**config.mk**
```make
export PLATFORM = sky130hd
export DESIGN_NAME = vc_buffer_scheduler
export DESIGN_NICKNAME = d
export VERILOG_FILES = /design/src/rtl/vc_buffer_scheduler.sv
export SDC_FILE = /design/constraint.sdc
export NUM_CORES = 1
export LEC_CHECK = 0
export ABC_AREA = 1
export ABC_CLOCK_PERIOD_IN_PS = 8500
export CAP_MARGIN = 20
export CORE_MARGIN = 2
export CORE_UTILIZATION = 30
export DETAILED_ROUTE_END_ITERATION = 7
export HOLD_SLACK_MARGIN = 0.08
export PLACE_DENSITY = 0.6
export SLEW_MARGIN = 20
export SYNTH_ARGS = -nofsm -noshare
export SYNTH_HDL_FRONTEND = slang
export SYNTH_SLANG_ARGS = --single-unit
export TNS_END_PERCENT = 10
```
**constraint.sdc**
```tcl
create_clock -name clk -period 8.5 [get_ports clk]
set_input_delay 1.7 -clock clk [delete_from_list [all_inputs] [get_ports clk]]
set_output_delay 1.7 -clock clk [all_outputs]
set_load 0.005 [all_outputs]
```
**src/rtl/vc_buffer_scheduler.sv**
```systemverilog
// vc_buffer_scheduler
//
// Per-input-port controller for the virtual-channel flit buffers of a router.
// Steers arriving flits into one of NUM_VC external fifo instances, tracks
// downstream credits per VC, picks one eligible VC per cycle by round-robin,
// pops that VC toward the switch and returns one upstream credit per flit
// drained.
//
// Parameters
//   NUM_VC      number of virtual channels / fifo instances (>= 2)
//   FIFO_DEPTH  depth of each VC fifo (upstream credit pool per VC)
//   CREDIT_MAX  downstream buffer depth per VC; reset value of each counter
//
// Ports
//   clk               clock, all state on rising edge
//   reset             asynchronous active-low reset
//   in_valid/in_vc    flit arriving from the link and its target VC
//   fifo_empty/full   per-VC status flags from the fifos
//   fifo_push         one-hot push to the VC fifos (combinational)
//   fifo_pop          one-hot pop to the VC fifos (combinational)
//   out_ready         switch can accept a flit this cycle
//   out_valid/out_vc  granted VC this cycle (combinational, out_vc=0 if idle)
//   credit_in_*       one credit returned from downstream
//   credit_out_*      one credit returned upstream (registered)
//   overflow_err      sticky: flit for a full VC or an out-of-range VC
//   credit_err        sticky: credit overflow or out-of-range credit VC

module vc_buffer_scheduler #(
    parameter int NUM_VC     = 4,
    parameter int FIFO_DEPTH = 8,
    parameter int CREDIT_MAX = 8
) (
    input  logic                      clk,
    input  logic                      reset,
    input  logic                      in_valid,
    input  logic [$clog2(NUM_VC)-1:0] in_vc,
    input  logic [NUM_VC-1:0]         fifo_empty,
    input  logic [NUM_VC-1:0]         fifo_full,
    output logic [NUM_VC-1:0]         fifo_push,
    output logic [NUM_VC-1:0]         fifo_pop,
    input  logic                      out_ready,
    output logic                      out_valid,
    output logic [$clog2(NUM_VC)-1:0] out_vc,
    input  logic                      credit_in_valid,
    input  logic [$clog2(NUM_VC)-1:0] credit_in_vc,
    output logic                      credit_out_valid,
    output logic [$clog2(NUM_VC)-1:0] credit_out_vc,
    output logic                      overflow_err,
    output logic                      credit_err
);

    localparam int VCW = $clog2(NUM_VC);
    localparam int CW  = $clog2(CREDIT_MAX + 1);
    localparam logic [CW-1:0] CREDIT_FULL = CW'(CREDIT_MAX);

    // Elaboration-time sanity checks on the configuration.
    if (NUM_VC < 2) begin : g_bad_num_vc
        $error("vc_buffer_scheduler: NUM_VC must be at least 2");
    end
    if (FIFO_DEPTH < 1) begin : g_bad_fifo_depth
        $error("vc_buffer_scheduler: FIFO_DEPTH must be at least 1");
    end
    if (CREDIT_MAX < 1) begin : g_bad_credit_max
        $error("vc_buffer_scheduler: CREDIT_MAX must be at least 1");
    end

    // State
    logic [VCW-1:0] rr_ptr;
    logic [CW-1:0]  credit [NUM_VC];

    // Decoded indices; an index that matches no VC decodes to all-zero,
    // which is how out-of-range VCs are detected without a compare that
    // would be constant for power-of-two NUM_VC.
    logic [NUM_VC-1:0] in_dec;
    logic [NUM_VC-1:0] cin_dec;
    logic              in_accept;
    logic              cin_in_range;

    logic [NUM_VC-1:0] credit_nz;
    logic [NUM_VC-1:0] credit_at_max;
    logic [NUM_VC-1:0] eligible;
    logic [NUM_VC-1:0] grant_oh;
    logic [NUM_VC-1:0] credit_inc;
    logic              grant_found;
    logic [VCW-1:0]    grant_vc;
    logic [VCW-1:0]    rr_next;
    logic              commit;
    logic              credit_err_set;

    // ------------------------------------------------------------------
    // Index decode and push steering
    // ------------------------------------------------------------------
    always_comb begin
        in_dec  = '0;
        cin_dec = '0;
        for (int unsigned v = 0; v < NUM_VC; v++) begin
            in_dec[v]  = (in_vc == VCW'(v));
            cin_dec[v] = (credit_in_vc == VCW'(v));
        end
    end

    assign in_accept    = in_valid && |(in_dec & ~fifo_full);
    assign cin_in_range = |cin_dec;
    assign fifo_push    = in_accept ? in_dec : '0;

    // ------------------------------------------------------------------
    // Eligibility: a fifo ignores pop in a cycle where it is pushed, so a
    // VC receiving a flit this cycle cannot be granted. Credits come from
    // the registered count only.
    // ------------------------------------------------------------------
    always_comb begin
        credit_nz     = '0;
        credit_at_max = '0;
        eligible      = '0;
        for (int unsigned v = 0; v < NUM_VC; v++) begin
            credit_nz[v]     = (credit[v] != '0);
            credit_at_max[v] = (credit[v] == CREDIT_FULL);
            eligible[v]      = !fifo_empty[v] && credit_nz[v] && !fifo_push[v];
        end
    end

    // ------------------------------------------------------------------
    // Round-robin search starting at rr_ptr, wrapping modulo NUM_VC.
    // ------------------------------------------------------------------
    always_comb begin
        int unsigned cand;
        cand        = 0;
        grant_found = 1'b0;
        grant_vc    = '0;
        for (int unsigned i = 0; i < NUM_VC; i++) begin
            cand = 32'(rr_ptr) + i;
            if (cand >= NUM_VC) begin
                cand = cand - NUM_VC;
            end
            if (!grant_found && eligible[cand[VCW-1:0]]) begin
                grant_found = 1'b1;
                grant_vc    = cand[VCW-1:0];
            end
        end
    end

    always_comb begin
        grant_oh = '0;
        for (int unsigned v = 0; v < NUM_VC; v++) begin
            grant_oh[v] = (grant_vc == VCW'(v));
        end
    end

    assign out_valid = grant_found;
    assign out_vc    = grant_found ? grant_vc : '0;
    assign commit    = grant_found && out_ready;
    assign fifo_pop  = commit ? grant_oh : '0;
    assign rr_next   = (grant_vc == VCW'(NUM_VC - 1)) ? '0 : grant_vc + 1'b1;

    // ------------------------------------------------------------------
    // Credit bookkeeping. A commit and a returned credit on the same VC
    // cancel out; a lone return saturates at CREDIT_MAX and flags an error.
    // ------------------------------------------------------------------
    assign credit_inc     = credit_in_valid ? cin_dec : '0;
    assign credit_err_set = credit_in_valid &&
                            (!cin_in_range || |(credit_inc & ~fifo_pop & credit_at_max));

    always_ff @(posedge clk or negedge reset) begin
        if (!reset) begin
            for (int unsigned v = 0; v < NUM_VC; v++) begin
                credit[v] <= CREDIT_FULL;
            end
        end else begin
            for (int unsigned v = 0; v < NUM_VC; v++) begin
                if (fifo_pop[v] && !credit_inc[v]) begin
                    credit[v] <= credit[v] - 1'b1;
                end else if (credit_inc[v] && !fifo_pop[v] && !credit_at_max[v]) begin
                    credit[v] <= credit[v] + 1'b1;
                end
            end
        end
    end

    // ------------------------------------------------------------------
    // Arbiter pointer, upstream credit return and sticky error flags
    // ------------------------------------------------------------------
    always_ff @(posedge clk or negedge reset) begin
        if (!reset) begin
            rr_ptr <= '0;
        end else if (commit) begin
            rr_ptr <= rr_next;
        end
    end

    always_ff @(posedge clk or negedge reset) begin
        if (!reset) begin
            credit_out_valid <= 1'b0;
            credit_out_vc    <= '0;
        end else begin
            credit_out_valid <= commit;
            if (commit) begin
                credit_out_vc <= grant_vc;
            end
        end
    end

    always_ff @(posedge clk or negedge reset) begin
        if (!reset) begin
            overflow_err <= 1'b0;
            credit_err   <= 1'b0;
        end else begin
            if (in_valid && !in_accept) begin
                overflow_err <= 1'b1;
            end
            if (credit_err_set) begin
                credit_err <= 1'b1;
            end
        end
    end

endmodule

```
After elaboration in Yosys (flattened, before gate mapping)
Cells that the tools add are included.

Register bits after elaboration: 23. Input port bits: 17.

Add/subtract/negate cells: 16. Magnitude comparators: 8. Equal/unequal tests: 13. Multiplexer cells: 33. Bitwise operators: 5. Reductions and logical operators: 67.

Operators with widths (number): $mux W4 (11); $logic_and A1 B1 Y1 (27); $logic_not A1 Y1 (25); $mux W2 (10); $add A4 B1 Y4 const B (4); $eq A4 B4 Y1 const B (4); $reduce_bool A4 Y1 (4); $sub A4 B1 Y4 const B (4); $and A4 B4 Y4 (3); $eq A2 B2 Y1 const B (6); $lt A2 B3 Y1 const B (4); $reduce_or A4 Y1 (3); $ge A3 B3 Y1 const B (3); $bmux W1 S2 (4); $mux W1 (8); $not A4 Y4 (2); $reduce_bool A2 Y1 (4); $sub A2 B1 Y2 const B (4); $add A2 B2 Y3 const B (2); $eq A2 B1 Y1 const B (3); $logic_not A2 Y1 (3); $add A2 B1 Y3 const B (1); $ge A2 B3 Y1 const B (1); $add A2 B1 Y2 const B (1); $logic_or A1 B1 Y1 (1).

Depth between registers and ports, before layout
Gate-level depths: netlist (run 1).

Depth in word-level cells: 27. Depth in mapped cells: 29. Mapped depth without buffers: 29.

Worst setup path after synthesis (run 1)
No wires, ideal clock.

Path kind: input-to-output. Start: in in_vc[1]. End: out fifo_pop[3]. Arrival time: 3400 ps. Required time: 6800 ps. Setup slack: 3400 ps. Stages: 18. Path buffers: 0. Path through: nor2_1 nand2_1 nand2_1 inv_2 nand2_4 nand3_2 nand3_1 nand3_1 nand2_2 inv_1 nor3_1 nor2_1 nand2_1 nand2_1 inv_1 ha_1 nand3_4 inv_2.

Word-level cells in the longest chain between the ends: 21. Elaborated cells between the ends (all ways): 41. Those cells by class: eq/ne: 4; mux: 18; bitwise: 1; reduce/logical: 18.

RTL lines: start, declared (line 36) `input logic [$clog2(NUM_VC)-1:0] in_vc,`; $eq A2 B1 Y1, or another cell as far along (line 97) `in_dec[v] = (in_vc == VCW'(v));`; $and A4 B4 Y4 (line 102) `assign in_accept = in_valid && |(in_dec & ~fifo_full);`; $reduce_or A4 Y1 (line 102); $logic_and A1 B1 Y1 (line 102); $mux W4 * (line 104) `assign fifo_push = in_accept ? in_dec : '0;`; $logic_not A1 Y1 (line 118) `eligible[v] = !fifo_empty[v] && credit_nz[v] && !fifo_push[v];`; $logic_and A1 B1 Y1 (line 118); $bmux W1 S2 (line 135) `if (!grant_found && eligible[cand[VCW-1:0]]) begin`; [6 not listed]; $logic_and A1 B1 Y1 (line 135); $mux W1 (line 135); $logic_not A1 Y1 (line 135); $logic_and A1 B1 Y1 (line 135); $mux W2 * (line 135); named net grant_vc[0] (line 85) `logic [VCW-1:0] grant_vc;`; $eq A2 B2 Y1 * (line 145) `grant_oh[v] = (grant_vc == VCW'(v));`; $mux W4 * (line 152) `assign fifo_pop = commit ? grant_oh : '0;`; end, declared (line 40) `output logic [NUM_VC-1:0] fifo_pop,`.

Mark *: on every way through the listed nets, which the timed path passes. The rest lies on a longest branch. The select of a mux whose other input is x is not followed.

Final worst setup path (run 1)
Same ends and word-level chain as after synthesis.

==> results of run 1 <==
[flip-flops by register name (all words and copies together), names as in the netlist]
register          cells
credit               16
credit_out_vc         2
rr_ptr                2
credit_err            1
credit_out_valid      1
overflow_err          1
[placed cells by master, fill, tap and decap left out, types with 4 or more instances in the layout]
cell type        netlist  layout
nand3_1               29      29
ha_1                  12      12
nor2_1                16      16
inv_2                  4       4
nand2_4                7       7
nand3_2                9       9
a31oi_1                9       9
a21oi_1                4       4
inv_1                 60      60
o21ai_1                4       4
dfrtp_1               19      19
fa_1                   4       4
dfstp_2                4       4
nor3_1                 5       5
o21ai_0                6       6
nand2_1               49      49
xnor2_1                5       5
clkdlybuf4s50_1        0      31
[layer usage]
metal / wire [um] / global-route usage, %
met1: 2000 / 16.3
met2: 2050 / 21.0
met3: 119 / 1.90
met4: 43 / 3.41
met5: 0 / 0
[where the power goes]
group          total (W)  leakage [nW]  internal (W)  switching, W
combinational   0.000759         0.997      0.000320      0.000439
sequential      0.000221         0.261      0.000171     0.0000492
clock          0.0000679        0.0255     0.0000327     0.0000352
total            0.00105          1.28      0.000524      0.000523
[final cells by class]
type | count | share of cell area (%)
Sequential cell | 23 | 23.4
Clock inverter | 1 | 0.202
Multi-Input combinational cell | 181 | 48.4
Tap cell | 77 | 3.89
Inverter | 64 | 9.70
Timing Repair Buffer | 32 | 12.7
Clock buffer | 3 | 1.67
[final timing paths]
check,startpoint,endpoint,slack [ns],cells after the start
worst max-delay path,in_vc[1],fifo_pop[3],2.03,20
max in group asynchronous,reset,credit[3],6.72,1
worst min-delay path,credit[7],credit[7],0.47,2
worst max register to register,credit[11],credit[15],4.95,22
worst min register to register,credit[7],credit[7],0.47,2
min in group asynchronous,reset,credit[9],1.40,1
[worst register-to-register path: cells and delay by family, from the launching register on]
kind                     cells  cell delay (ns)
flip-flops                   1             0.56
buffers and inverters        3             0.31
adder cells (fa/ha/maj)      2             0.54
AO/OA/AOI/OAI                2             0.54
AND/OR/NAND/NOR             15             1.53
[kinds of logic (layout without fill, tap and decap cells)]
logic type / count (synthesis) / count (layout)
and+or+nand+nor: 130 / 130
buffers and inverters: 66 / 100
AOI/OAI and AO/OA: 26 / 26
DFF: 23 / 23
adders and majority gates: 16 / 16
xor gates and xnor gates: 9 / 9
[through the flow]
step | worst slack [ns] | hold slack [ns] | utilization (%) | power [W]
2_1_floorplan | 3.40 | 0.449 | - | 0.000791
3_3_place_gp | 2.05 | 0.455 | 37.7 | 0.000971
3_5_place_dp | 2.06 | 0.460 | 37.7 | 0.000991
4_1_cts | 2.04 | 0.474 | 38.4 | 0.00106
5_1_grt | 1.71 | 0.487 | 38.3 | 0.00118
6_report | 2.03 | 0.472 | 38.3 | 0.00105
==> results.sh, run 1 <==
export IMPL_portBuffers=32
export IMPL_synth_most_common_cell="inv_1"
export IMPL_nFillCells=682
export IMPL_drtIter0Drc=65
export IMPL_synth_edf_count=0
export IMPL_dieArea_mm2=0.00744
export IMPL_synth_compound_area_share_pct=7.46
export IMPL_synth_seq_cells=23
export IMPL_clk_pin_slew_worst_paths_ns=0.09
export IMPL_numCtsBuffers=3
export IMPL_dr_total_vias=1732
export IMPL_synth_mux_area_share_pct=0
export IMPL_grt_max_degree=24
export IMPL_leakage_nw=1.28
export IMPL_final_area_mm2=0.00248
export IMPL_detail_route_antenna_nets=0
export IMPL_final_cells=381
export IMPL_cts_htree_levels=1
export IMPL_multiInputGateArea_mm2=0.00120
export IMPL_post_dp_cell_area_mm2=0.00243
export IMPL_antenna_found_initial=0
export IMPL_std_cell_rows=29
export IMPL_synth_top_area_share_pct=23.4
export IMPL_syn_area_mm2=0.00203
export IMPL_place_inst=377
export IMPL_synth_common_cells="60 x inv_1, 49 x nand2_1, 29 x nand3_1, 19 x dfrtp_1, 16 x nor2_1"
export IMPL_setup_tns_ns=0
export IMPL_remaining_drc_errors=0
export IMPL_drive_above_1_share_pct=13.8
export IMPL_avgSynthCellArea_um2=7.52
export IMPL_grt_pass1_wl_um=7510
export IMPL_placeableCoreArea_mm2=0.00646
export IMPL_hold_viol_final=0
export IMPL_status="finished, final reports clean"
export IMPL_cp_slowest_cell="clkdlybuf4s50_1"
export IMPL_async_reset_ff_share_pct=100
export IMPL_cap_violations=0
export IMPL_postSynthCellCount=270
export IMPL_place_congestion=0.824
export IMPL_fin_skew_ns=0.0109
export IMPL_crit_chain="clkdlybuf4s50_1, nor2_1, nand2_1, nand2_1, inv_2, nand2_4, nand3_2, nand3_1, nand3_1, nand2_2, inv_1, nor3_1, nor2_1, nand2_1, nand2_1, inv_1, ha_1, nand3_4, inv_2, clkdlybuf4s50_1"
export IMPL_synth_area_top_cells="dfrtp_1 23%, inv_1 11%, nand2_1 9.1%, ha_1 7.4%, nand3_1 7.1%"
export IMPL_cts_root_buffer="clkbuf_8"
export IMPL_wl_per_cell_um=11.1
export IMPL_slew_headroom_pct=65.1
export IMPL_tightest_slew_ns=0.524
export IMPL_cts_resized=0
export IMPL_track_usage_pct=12.3
export IMPL_drtPass1Iterations=4
export IMPL_synth_nets=303
export IMPL_io_pins=33
export IMPL_synth_top_cell_by_area="dfrtp_1"
export IMPL_clkLatencyLatePin_ns=0.27
export IMPL_crit_family="simple AND/OR/NAND/NOR gates"
export IMPL_fmax_mhz=155
export IMPL_synth_top_family_by_area="simple AND/OR/NAND/NOR gates"
export IMPL_hpwl_um=3490
export IMPL_cts_tree="built"
export IMPL_max_vdd_ir_drop_mv=0.153
export IMPL_syn_to_final_growth_pct=21.9
export IMPL_synth_adder_area_share_pct=11.3
export IMPL_worst_ep_required_time_ns=6.80
export IMPL_cts_max_path_buffers=2
export IMPL_synth_ff_type="dfrtp_1"
export IMPL_drv_slew=0
export IMPL_setup_viol=0
export IMPL_synth_xor_area_share_pct=4.25
export IMPL_vias_per_cell=4.55
export IMPL_fin_crit_sh_pct=76.1
export IMPL_die_height_um=86.3
export IMPL_cp_num_buf_inv=6
export IMPL_critPathMaxFanout=6
export IMPL_overflow=0
export IMPL_cp_common_cell="nand2_1"
export IMPL_worstHoldPathType="reg -> reg"
export IMPL_synth_yosys_warnings=0
export IMPL_die_w_um=86.3
export IMPL_period_minus_slack_ns=6.47
export IMPL_rsz0062_at_grt="no"
export IMPL_synthDistinctLibCells=31
export IMPL_regArea_um2=581
export IMPL_antennaDiodeCount=0
export IMPL_clock_sinks=23
export IMPL_holdBufCountCts=0
export IMPL_crit_type="in -> out"
export IMPL_initial_core_util_pct=31.4
export IMPL_end_kind="output port"
export IMPL_post_cts_buffers=0
export IMPL_finalNetCount=338
export IMPL_wl_um=4210
export IMPL_yosys_area_share_simple_pct=35.9
export IMPL_grt_pass1_vias=1714
export IMPL_p_per_area_mw_per_mm2=423
export IMPL_ys_seq_area_share_pct=28.6
export IMPL_max_stage_delay_ns=0.50
export IMPL_cp_arrival_ns=4.77
export IMPL_crit_path_start_kind="input pin"
(Power assumes the default switching activity.)
==> inputs of run 2 (changes only) <==
--- a/config.mk
+++ b/config.mk
@@ -6,7 +6,7 @@
 export NUM_CORES = 1
 export LEC_CHECK = 0
 export ABC_AREA = 1
-export ABC_CLOCK_PERIOD_IN_PS = 8500
+export ABC_CLOCK_PERIOD_IN_PS = 6400
 export CAP_MARGIN = 20
 export CORE_MARGIN = 2
 export CORE_UTILIZATION = 30
==> constraint.sdc (replaced) <==
create_clock -name clk -period 6.4 [get_ports clk]
set_input_delay 1.28 -clock clk [delete_from_list [all_inputs] [get_ports clk]]
set_output_delay 1.28 -clock clk [all_outputs]
set_load 0.005 [all_outputs]
==> run 2 against run 1 <==
Routed wire length barely moved. Critical path depth is the same. Critical path type unchanged. Largest power group unchanged. Non-clock buffer count unchanged. Sequential share of layout area did not move.
==> results.sh, run 2 (synthesized netlist as in run 1, its figures left out) <==
export IMPL_slew_headroom_pct=65.3
export IMPL_place_congestion=0.824
export IMPL_portBuffers=32
export IMPL_hold_depth=2
export IMPL_multiInputGateArea_mm2=0.00120
export IMPL_numCtsBuffers=3
export IMPL_cts_root_buffer="clkbuf_8"
export IMPL_place_inst=377
export IMPL_syn_to_final_growth_pct=21.9
export IMPL_antenna_found_initial=0
export IMPL_antennaDiodeCount=0
export IMPL_cts_max_path_buffers=2
export IMPL_holdBufCountCts=0
export IMPL_hp_start="credit[7]"
export IMPL_grt_pass1_vias=1707
export IMPL_drtPass1Iterations=4
export IMPL_grt_pass1_wl_um=7520
export IMPL_power_total_w=0.00139
export IMPL_final_common_cell="inv_1"
export IMPL_dr_total_vias=1738
export IMPL_min_to="credit[7]"
export IMPL_crit_type="in -> out"
export IMPL_clock_sinks=23
export IMPL_tightest_slew_ns=0.520
export IMPL_die_w_um=86.3
export IMPL_worst_ep_required_time_ns=5.12
export IMPL_crit_path_start_kind="input pin"
export IMPL_rr_endpoint="credit[15]"
export IMPL_dieArea_mm2=0.00744
export IMPL_clkLatencyLatePin_ns=0.27
export IMPL_largestRegisters="credit (16), credit_out_vc (2), rr_ptr (2)"
export IMPL_p_per_area_mw_per_mm2=562
export IMPL_hpwl_um=3500
export IMPL_finalNetCount=338
export IMPL_fin_skew_ns=0.00948
export IMPL_setup_viol=0
export IMPL_cp_arrival_ns=4.31
export IMPL_regMostFlops="credit"
export IMPL_wl_um=4210
export IMPL_initial_core_util_pct=31.4
export IMPL_remaining_drc_errors=0
export IMPL_clk_pin_slew_worst_paths_ns=0.09
export IMPL_status="finished, final reports clean"
export IMPL_hold_viol_final=0
export IMPL_pre_cts_slack_ns=0.805
export IMPL_drive_above_1_share_pct=13.8
export IMPL_std_cell_rows=29
export IMPL_track_usage_pct=12.4
export IMPL_reg2reg_from="credit[11]"
export IMPL_io_pins=33
export IMPL_fin_crit_sh_pct=87.4
export IMPL_r2r_slack_ns=2.81
export IMPL_wl_per_cell_um=11.1
export IMPL_vias_per_cell=4.56
export IMPL_drtIter0Drc=82
export IMPL_reg2reg_depth=22
export IMPL_placeableCoreArea_mm2=0.00646
export IMPL_period_minus_slack_ns=5.59
export IMPL_leakage_nw=1.28
export IMPL_end_kind="output port"
export IMPL_die_height_um=86.3
export IMPL_drv_slew=0
export IMPL_nFillCells=684
export IMPL_final_cell_mix="60 x inv_1, 49 x nand2_1, 31 x clkdlybuf4s50_1"
export IMPL_final_cells=381
export IMPL_worstHoldPathType="reg -> reg"
export IMPL_overflow=0
export IMPL_fmax_mhz=179
export IMPL_post_cts_buffers=0
export IMPL_largest_reg_flops=16
export IMPL_setup_tns_ns=0
export IMPL_max_vdd_ir_drop_mv=0.205
export IMPL_fin_util_pct=38.3
export IMPL_cts_resized=0
export IMPL_critPathMaxFanout=6
export IMPL_cts_htree_levels=1
export IMPL_cts_tree="built"
export IMPL_cap_violations=0
export IMPL_rsz0062_at_grt="no"
export IMPL_grt_max_degree=24
export IMPL_setup_ws_ns=0.807
export IMPL_regArea_um2=581
export IMPL_detail_route_antenna_nets=0
## run 2: cell counts in the layout (fill, tap and decap cells not counted)
Identical to the previous run, type by type.
## run 2: power breakdown
part | internal, W | leakage, nW | switching [W] | total (W)
registers | 0.000228 | 0.261 | 0.0000652 | 0.000293
clock network | 0.0000436 | 0.0255 | 0.0000477 | 0.0000913
logic | 0.000425 | 0.997 | 0.000582 | 0.00101
## run 2: per-layer routing
| metal | wire [um] | GRT usage, % | vias up |
|---|---|---|---|
| met3 | 153 | 2.10 | 9 |
| met2 | 2000 | 20.4 | 27 |
| met5 | 0 | 0 | - |
| li1 | - | - | 925 |
| met4 | 102 | 4.69 | 0 |
| met1 | 1960 | 16.4 | 777 |
## run 2: area by class of cell
type | instances | share of cell area, %
flip-flops and latches | 23 | 23.4
clock inverters | 1 | 0.202
inverters | 64 | 9.70
multi-input cells | 181 | 48.4
well taps | 77 | 3.89
repair buffers | 32 | 12.7
clock buffers | 3 | 1.67
## run 2: worst max-delay path: stages
cell	delay (ns)
clkdlybuf4s50_1	0.49
nor2_1	0.18
nand2_1	0.07
nand2_1	0.08
inv_2	0.05
nand2_4	0.07
nand3_2	0.09
nand3_1	0.14
nand3_1	0.10
nand2_2	0.14
inv_1	0.08
nor3_1	0.22
nor2_1	0.06
nand2_1	0.06
nand2_1	0.15
inv_1	0.12
ha_1	0.22
nand3_4	0.10
inv_2	0.11
clkdlybuf4s50_1	0.50
## run 2: worst max-delay path by stage
stage	slack, ns	to	start	cells after the start
6_report	0.81	fifo_pop[3]	in_vc[1]	20
2_1_floorplan	2.14	fifo_pop[3]	in_vc[1]	18
3_5_place_dp	0.80	fifo_pop[3]	in_vc[1]	20
3_3_place_gp	0.79	fifo_pop[3]	in_vc[1]	20
5_1_grt	0.49	fifo_pop[3]	in_vc[1]	20
4_1_cts	0.78	fifo_pop[3]	in_vc[1]	20
## run 2: metrics by stage
stage	instance area [um2]	hold WS (ns)
floorplan	2030	0.449
global placement	2430	0.455
detailed placement	2430	0.460
CTS	2480	0.474
global route	2480	0.487
finish	2480	0.472
==> inputs of run 3 (changes only) <==
--- a/config.mk
+++ b/config.mk
@@ -9,10 +9,11 @@
 export ABC_CLOCK_PERIOD_IN_PS = 6400
 export CAP_MARGIN = 20
 export CORE_MARGIN = 2
-export CORE_UTILIZATION = 30
+export CORE_UTILIZATION = 45
 export DETAILED_ROUTE_END_ITERATION = 7
 export HOLD_SLACK_MARGIN = 0.08
-export PLACE_DENSITY = 0.6
+export PLACE_DENSITY = 0.79
+export SETUP_SLACK_MARGIN = 0.2
 export SLEW_MARGIN = 20
 export SYNTH_ARGS = -nofsm -noshare
 export SYNTH_HDL_FRONTEND = slang
==> run 3 against run 2 <==
Register-to-register slack barely moved. Highest routed layer unchanged. Flip-flop and latch count is the same. Hold slack better by 0.0059 ns. Largest cell class unchanged. Maximum frequency fell by 0.90%. Critical endpoint unchanged.
==> results.sh, run 3 (synthesized netlist as in run 1, its figures left out) <==
export IMPL_status="finished, final reports clean"
export IMPL_cp_num_buf_inv=6
export IMPL_fin_skew_ns=0.00313
export IMPL_finalNetCount=338
export IMPL_clkLatencyLatePin_ns=0.27
export IMPL_critPathMaxFanout=6
export IMPL_detail_route_antenna_nets=0
export IMPL_syn_to_final_growth_pct=20.5
export IMPL_leakage_nw=1.28
export IMPL_placeableCoreArea_mm2=0.00435
export IMPL_hp_start="credit[11]"
export IMPL_power_switching_w=0.000697
export IMPL_remaining_drc_errors=0
export IMPL_cp_slowest_cell="clkdlybuf4s50_1"
export IMPL_setup_tns_ns=0
export IMPL_antenna_found_initial=0
export IMPL_rr_endpoint="credit[7]"
export IMPL_worst_ep_required_time_ns=5.12
export IMPL_end_kind="output port"
export IMPL_hold_depth=2
export IMPL_p_per_area_mw_per_mm2=570
export IMPL_wl_per_cell_um=11.5
export IMPL_drv_slew=0
export IMPL_largestRegisters="credit (16), credit_out_vc (2), rr_ptr (2)"
export IMPL_std_cell_rows=24
export IMPL_crit_family="simple AND/OR/NAND/NOR gates"
export IMPL_power_total_w=0.00140
export IMPL_min_to="credit[11]"
export IMPL_wl_um=4080
export IMPL_period_minus_slack_ns=5.64
export IMPL_die_height_um=71.2
export IMPL_max_stage_delay_ns=0.50
export IMPL_pwr_share_seq_pct=20.9
export IMPL_crit_chain="clkdlybuf4s50_1, nor2_1, nand2_1, nand2_1, inv_2, nand2_4, nand3_2, nand3_1, nand3_1, nand2_2, inv_1, nor3_1, nor2_1, nand2_1, nand2_1, inv_1, ha_1, nand3_4, inv_2, clkdlybuf4s50_1"
export IMPL_clock_sinks=23
export IMPL_hold_viol_final=0
export IMPL_antennaDiodeCount=0
export IMPL_internal_power_w=0.000698
export IMPL_clk_pin_slew_worst_paths_ns=0.08
export IMPL_p_clk_share_pct=6.8
export IMPL_reg2reg_from="credit[11]"
export IMPL_reg2reg_depth=23
export IMPL_numCtsBuffers=3
export IMPL_worstHoldPathType="reg -> reg"
export IMPL_crit_path_start_kind="input pin"
export IMPL_die_w_um=71.2
export IMPL_drtIter0Drc=109
export IMPL_dieArea_mm2=0.00507
export IMPL_fmax_mhz=177
export IMPL_tightest_slew_ns=0.522
export IMPL_final_cell_mix="60 x inv_1, 49 x nand2_1, 31 x clkdlybuf4s50_1"
export IMPL_overflow=0
export IMPL_cp_common_cell="nand2_1"
export IMPL_swShare_pct=50.0
export IMPL_cts_tree="built"
export IMPL_max_vdd_ir_drop_mv=0.278
export IMPL_io_pins=33
export IMPL_cts_max_path_buffers=2
export IMPL_drtPass1Iterations=4
export IMPL_post_cts_buffers=0
export IMPL_rsz0062_at_grt="no"
export IMPL_holdBufCountCts=0
export IMPL_setup_ws_ns=0.756
export IMPL_place_inst=352
export IMPL_slew_headroom_pct=65.2
export IMPL_fin_util_pct=56.2
export IMPL_vias_per_cell=4.99
export IMPL_portBuffers=32
export IMPL_cp_arrival_ns=4.36
export IMPL_fin_crit_sh_pct=88.2
export IMPL_final_common_cell="inv_1"
export IMPL_regMostFlops="credit"
export IMPL_cts_resized=0
export IMPL_cts_htree_levels=1
export IMPL_pre_cts_slack_ns=0.779
export IMPL_crit_type="in -> out"
export IMPL_final_cells=356
export IMPL_setup_viol=0
export IMPL_r2r_slack_ns=2.81
export IMPL_grt_pass1_vias=1728
export IMPL_cts_root_buffer="clkbuf_8"
export IMPL_pwr_share_comb_pct=72.3
export IMPL_dr_total_vias=1775
export IMPL_largest_reg_flops=16
export IMPL_place_congestion=0.814
export IMPL_grt_pass1_wl_um=7280
export IMPL_grt_max_degree=24
export IMPL_hpwl_um=3400
export IMPL_cap_violations=0
export IMPL_initial_core_util_pct=46.6
export IMPL_drive_above_1_share_pct=13.8
export IMPL_track_usage_pct=17.5
[run 3: cell count changes in the layout (fill, tap and decap cells not counted)]
| cell | delta |
|---|---|
| clkinvlp_4 | +1 |
| clkinv_2 | -1 |
[run 3: metrics by stage]
step,hold slack [ns],area (um2)
final,0.478,2450
after global routing,0.500,2450
after CTS,0.481,2450
after detailed placement,0.465,2400
after global placement,0.457,2400
after floorplan,0.449,2030
[run 3: how the worst max path moves through the flow]
stage                  end  depth (start not counted)      from  slack (ns)
2_1_floorplan  fifo_pop[3]                         18  in_vc[1]        2.14
3_3_place_gp   fifo_pop[3]                         20  in_vc[1]        0.81
3_5_place_dp   fifo_pop[3]                         20  in_vc[1]        0.78
4_1_cts        fifo_pop[3]                         20  in_vc[1]        0.77
5_1_grt        fifo_pop[3]                         20  in_vc[1]        0.47
6_report       fifo_pop[3]                         20  in_vc[1]        0.76
[run 3: worst reg2reg max path, cell delays in order, from the launching register on]
cell and delay, ns:
dfstp_2 0.55, inv_1 0.05, a31oi_1 0.32, nand3_1 0.15, nand3_1 0.12, nand2_2 0.11, inv_1 0.11, nor3_1 0.07
nand2_1 0.06, nand2_1 0.04, nor2_1 0.26, inv_1 0.11, ha_1 0.26, nand4_2 0.18, inv_1 0.10, ha_1 0.33
nand2_1 0.08, nand2_1 0.05, a31oi_1 0.21, nand4_1 0.12, nand2_1 0.10, nand2_1 0.05, nand2_1 0.05, nand2_1 0.05
[run 3: cell type report]
type | count | area [um2]
clock buffer | 3 | 41.3
fill | 399 | 1910
timing repair buffer | 32 | 315
sequential | 23 | 581
inverter | 64 | 240
clock inverter | 1 | 7.51
multi-input combinational | 181 | 1200
tap | 52 | 65.1
[run 3: per-layer routing]
metal	vias to the layer above	global-route usage, %	part of all wire (%)
li1	928	-	-
met1	820	22.5	47
met2	23	30.9	50
met3	4	2.71	2.4
met4	0	4.40	0.98
met5	-	0	0
[run 3: power groups by stage]
stage / Sequential (W) / Clock (W) / Combinational (W)
floorplan: 0.000275 / 0 / 0.000776
global placement: 0.000292 / 0 / 0.000982
detailed placement: 0.000295 / 0 / 0.00101
CTS: 0.000292 / 0.000100 / 0.00102
global route: 0.000303 / 0.000103 / 0.00116
finish: 0.000292 / 0.0000944 / 0.00101
==> RTL edit (settings of run 3) <==
Register the output `overflow_err` once more, cleared by the reset; this adds one clock of latency there. The other outputs are not delayed to match.
--- a/src/rtl/vc_buffer_scheduler.sv
+++ b/src/rtl/vc_buffer_scheduler.sv
@@ -53,6 +53,8 @@
     localparam int CW  = $clog2(CREDIT_MAX + 1);
     localparam logic [CW-1:0] CREDIT_FULL = CW'(CREDIT_MAX);
 
+    logic overflow_err_s0;
+
     // Elaboration-time sanity checks on the configuration.
     if (NUM_VC < 2) begin : g_bad_num_vc
         $error("vc_buffer_scheduler: NUM_VC must be at least 2");
@@ -201,11 +203,11 @@
 
     always_ff @(posedge clk or negedge reset) begin
         if (!reset) begin
-            overflow_err <= 1'b0;
+            overflow_err_s0 <= 1'b0;
             credit_err   <= 1'b0;
         end else begin
             if (in_valid && !in_accept) begin
-                overflow_err <= 1'b1;
+                overflow_err_s0 <= 1'b1;
             end
             if (credit_err_set) begin
                 credit_err <= 1'b1;
@@ -213,5 +215,13 @@
         end
     end
 
+    always_ff @(posedge clk or negedge reset) begin
+        if (!reset) begin
+            overflow_err <= '0;
+        end else begin
+            overflow_err <= overflow_err_s0;
+        end
+    end
+
 endmodule
 
Behaviour: not the same (Yosys sat finds a counterexample within 4 cycles, from zero or initial values and one cycle with reset low).
==> RTL edit against run 3 <==
Power fell by 2.6%. Final area fell by 3.0%. Synthesized cell count rose by 0.37%. Synthesized area fell by 3.9%. Critical path depth did not move. Clock skew rose by 0.0080 ns. Register-to-register slack barely moved. Sequential cell count rose by 1. Largest power group unchanged. Setup slack improved by 0.017 ns. Maximum frequency rose by 0.30%. Highest routed layer unchanged. Combinational power fell by 6%. Routed wire length rose by 0.34%. Via count rose by 1.6%.
==> RTL edit: results (changes against run 3) <==
INFO  metric run_status = finished clean
INFO  metric grt_usage = 17.3% (-0.29 points)
INFO  metric worst_clock_skew_on_the_final_layout = 0.0111 ns (+0.00798 ns)
INFO  metric power_report.internal_total = 0.688 mW (-1.4%)
INFO  metric portBuffers = 32 (unchanged)
INFO  metric synth_seq_area_share = 31.0% (+2.5 points)
INFO  metric min_path_cells = 0 (-2)
INFO  metric ir_drop = 0.299 mV (+7.7%)
INFO  metric clk_pin_slew_worst_paths = 0.10 ns (+0.02 ns)
INFO  metric ff_latch_area = 606 um2 (+4.3%)
INFO  metric clock_buffers = 4 (+1)
INFO  metric cts.sink_count = 24 (+4.3%)
INFO  metric post_cts_sizing_count = 0 (unchanged)
INFO  metric non_clock_buffer_area_share = 13.3% (+0.39 points)
INFO  metric via_count = 1,803 (+1.6%)
INFO  metric crit_arrival = 4.35 ns (about the same)
INFO  metric worst_skew_pair_latency = 0.28 ns
INFO  metric multi_input_area_share = 46.2% (-2.8 points)
INFO  metric clk_pwr = 0.111 mW (+18%)
INFO  metric comb_cell_power = 0.954 mW (-6%)
INFO  metric grt_pass1_vias = 1,610 (-6.8%)
INFO  metric routed_wirelength = 4100 um (+0.34%)
INFO  metric signal_buffers = 32 (unchanged)
INFO  metric largest_net_degree_at_the_start_of_global_routing = 25 (+4.2%)
INFO  metric synth.cells.most_frequent = sky130_fd_sc_hd__inv_1, sky130_fd_sc_hd__nand2_1, sky130_fd_sc_hd__nand3_1
INFO  metric post_route_cells_drive_above_1_share = 10.2% (-3.7 points)
INFO  metric num-nets-final = 339 (+0.30%)
INFO  metric globalplace.congestion = 0.857 (+5.2%)
INFO  metric power.static_leakage = 1.28 nW (-0.22%)
INFO  metric globalRouteMet3Util = 2.62% (-0.090 points)
INFO  metric grtUsageMet1 = 24.1% (+1.6 points)
INFO  metric crit_path_max_incr_delay = 0.49 ns
INFO  metric nets_in_the_synthesized_netlist = 304 (+0.33%)
INFO  metric yosys.cell_types.count = 26 (-16%)
INFO  metric ys_async_sr_fraction = 100% (unchanged)
INFO  metric post_synth_main_area_contributors = sky130_fd_sc_hd__dfrtp_1, sky130_fd_sc_hd__inv_1, sky130_fd_sc_hd__nand2_1
INFO  metric grt_first_pass_wirelength = 6920 um (-4.9%)
INFO  metric power.share.combinational = 70.2% (-2.1 points)
INFO  metric drt-initial-drc-count = 170 (+56%)
INFO  metric slew_headroom = 62.4% (-2.7 points)
INFO  metric crit_path_max_fanout = 6 (unchanged)
INFO  metric clock_cell_area_share = 2.32% (+0.32 points)
INFO  metric first_pass_iteration_count_of_the_detailed_router = 4 (unchanged)
INFO  metric antenna_found_initial = 0 (unchanged)
INFO  metric cts-root-buf = sky130_fd_sc_hd__clkbuf_8
INFO  metric detailedPlacementHpwl = 3240 um (-4.6%)
INFO  metric rr_worst_depth = 23 (unchanged)
INFO  metric use_met2 = 27.5% (-3.4 points)
INFO  metric hold_path.class = flop to flop
[RTL edit: cell types whose count changed after synthesis, moves of 5 or more]
| cell | delta |
|---|---|
| sky130_fd_sc_hd__nand2_2 | +7 |
| sky130_fd_sc_hd__nand2_4 | -7 |
| sky130_fd_sc_hd__nand3_1 | +7 |
| sky130_fd_sc_hd__nand3_2 | -5 |
[RTL edit: per-stage QoR]
step / std cells / setup slack [ns] / hold slack (ns) / instance area, um2
floorplan: 271 / 2.10 / 0.355 / 1950
finish: 355 / 0.773 / 0.387 / 2370
detailed placement: 351 / 0.806 / 0.368 / 2320
CTS: 355 / 0.790 / 0.390 / 2370
global route: 355 / 0.426 / 0.397 / 2370
global placement: 351 / 0.963 / 0.368 / 2320
[RTL edit: cell families (layout without fill, tap and decap cells)]
| family | count (synthesis) | after routing | synth area share, % |
|---|---|---|---|
| buffers and inverters | 66 | 100 | 12.8 |
| flip-flops | 24 | 24 | 31.0 |
| XOR/XNOR | 9 | 9 | 4.04 |
| AO/OA/AOI/OAI | 26 | 26 | 7.57 |
| adder cells (fa/ha/maj) | 16 | 16 | 11.8 |
| AND/OR/NAND/NOR | 130 | 130 | 32.8 |
[RTL edit: worst paths after layout]
check / from / slack [ns] / endpoint
max in group asynchronous: reset / 5.04 / credit[3]
min reg2reg: overflow_err_s0 / 0.39 / overflow_err
min in group asynchronous: reset / 0.98 / credit[10]
max reg2reg: credit[7] / 2.82 / credit[3]
min: overflow_err_s0 / 0.39 / overflow_err
max: in_vc[1] / 0.77 / fifo_pop[3]
[RTL edit: per-layer routing]
layer,routed length (um),part of all wire [%]
met2,1920,47
met3,171,4.2
met5,0,0
met1,1960,48
met4,49,1.2
[RTL edit: critical path, delay by kind of cell]
kind          cells  cell delay [ns]
simple gates     13             1.50
buf+inv           6             1.31
fa+ha+maj         1             0.24
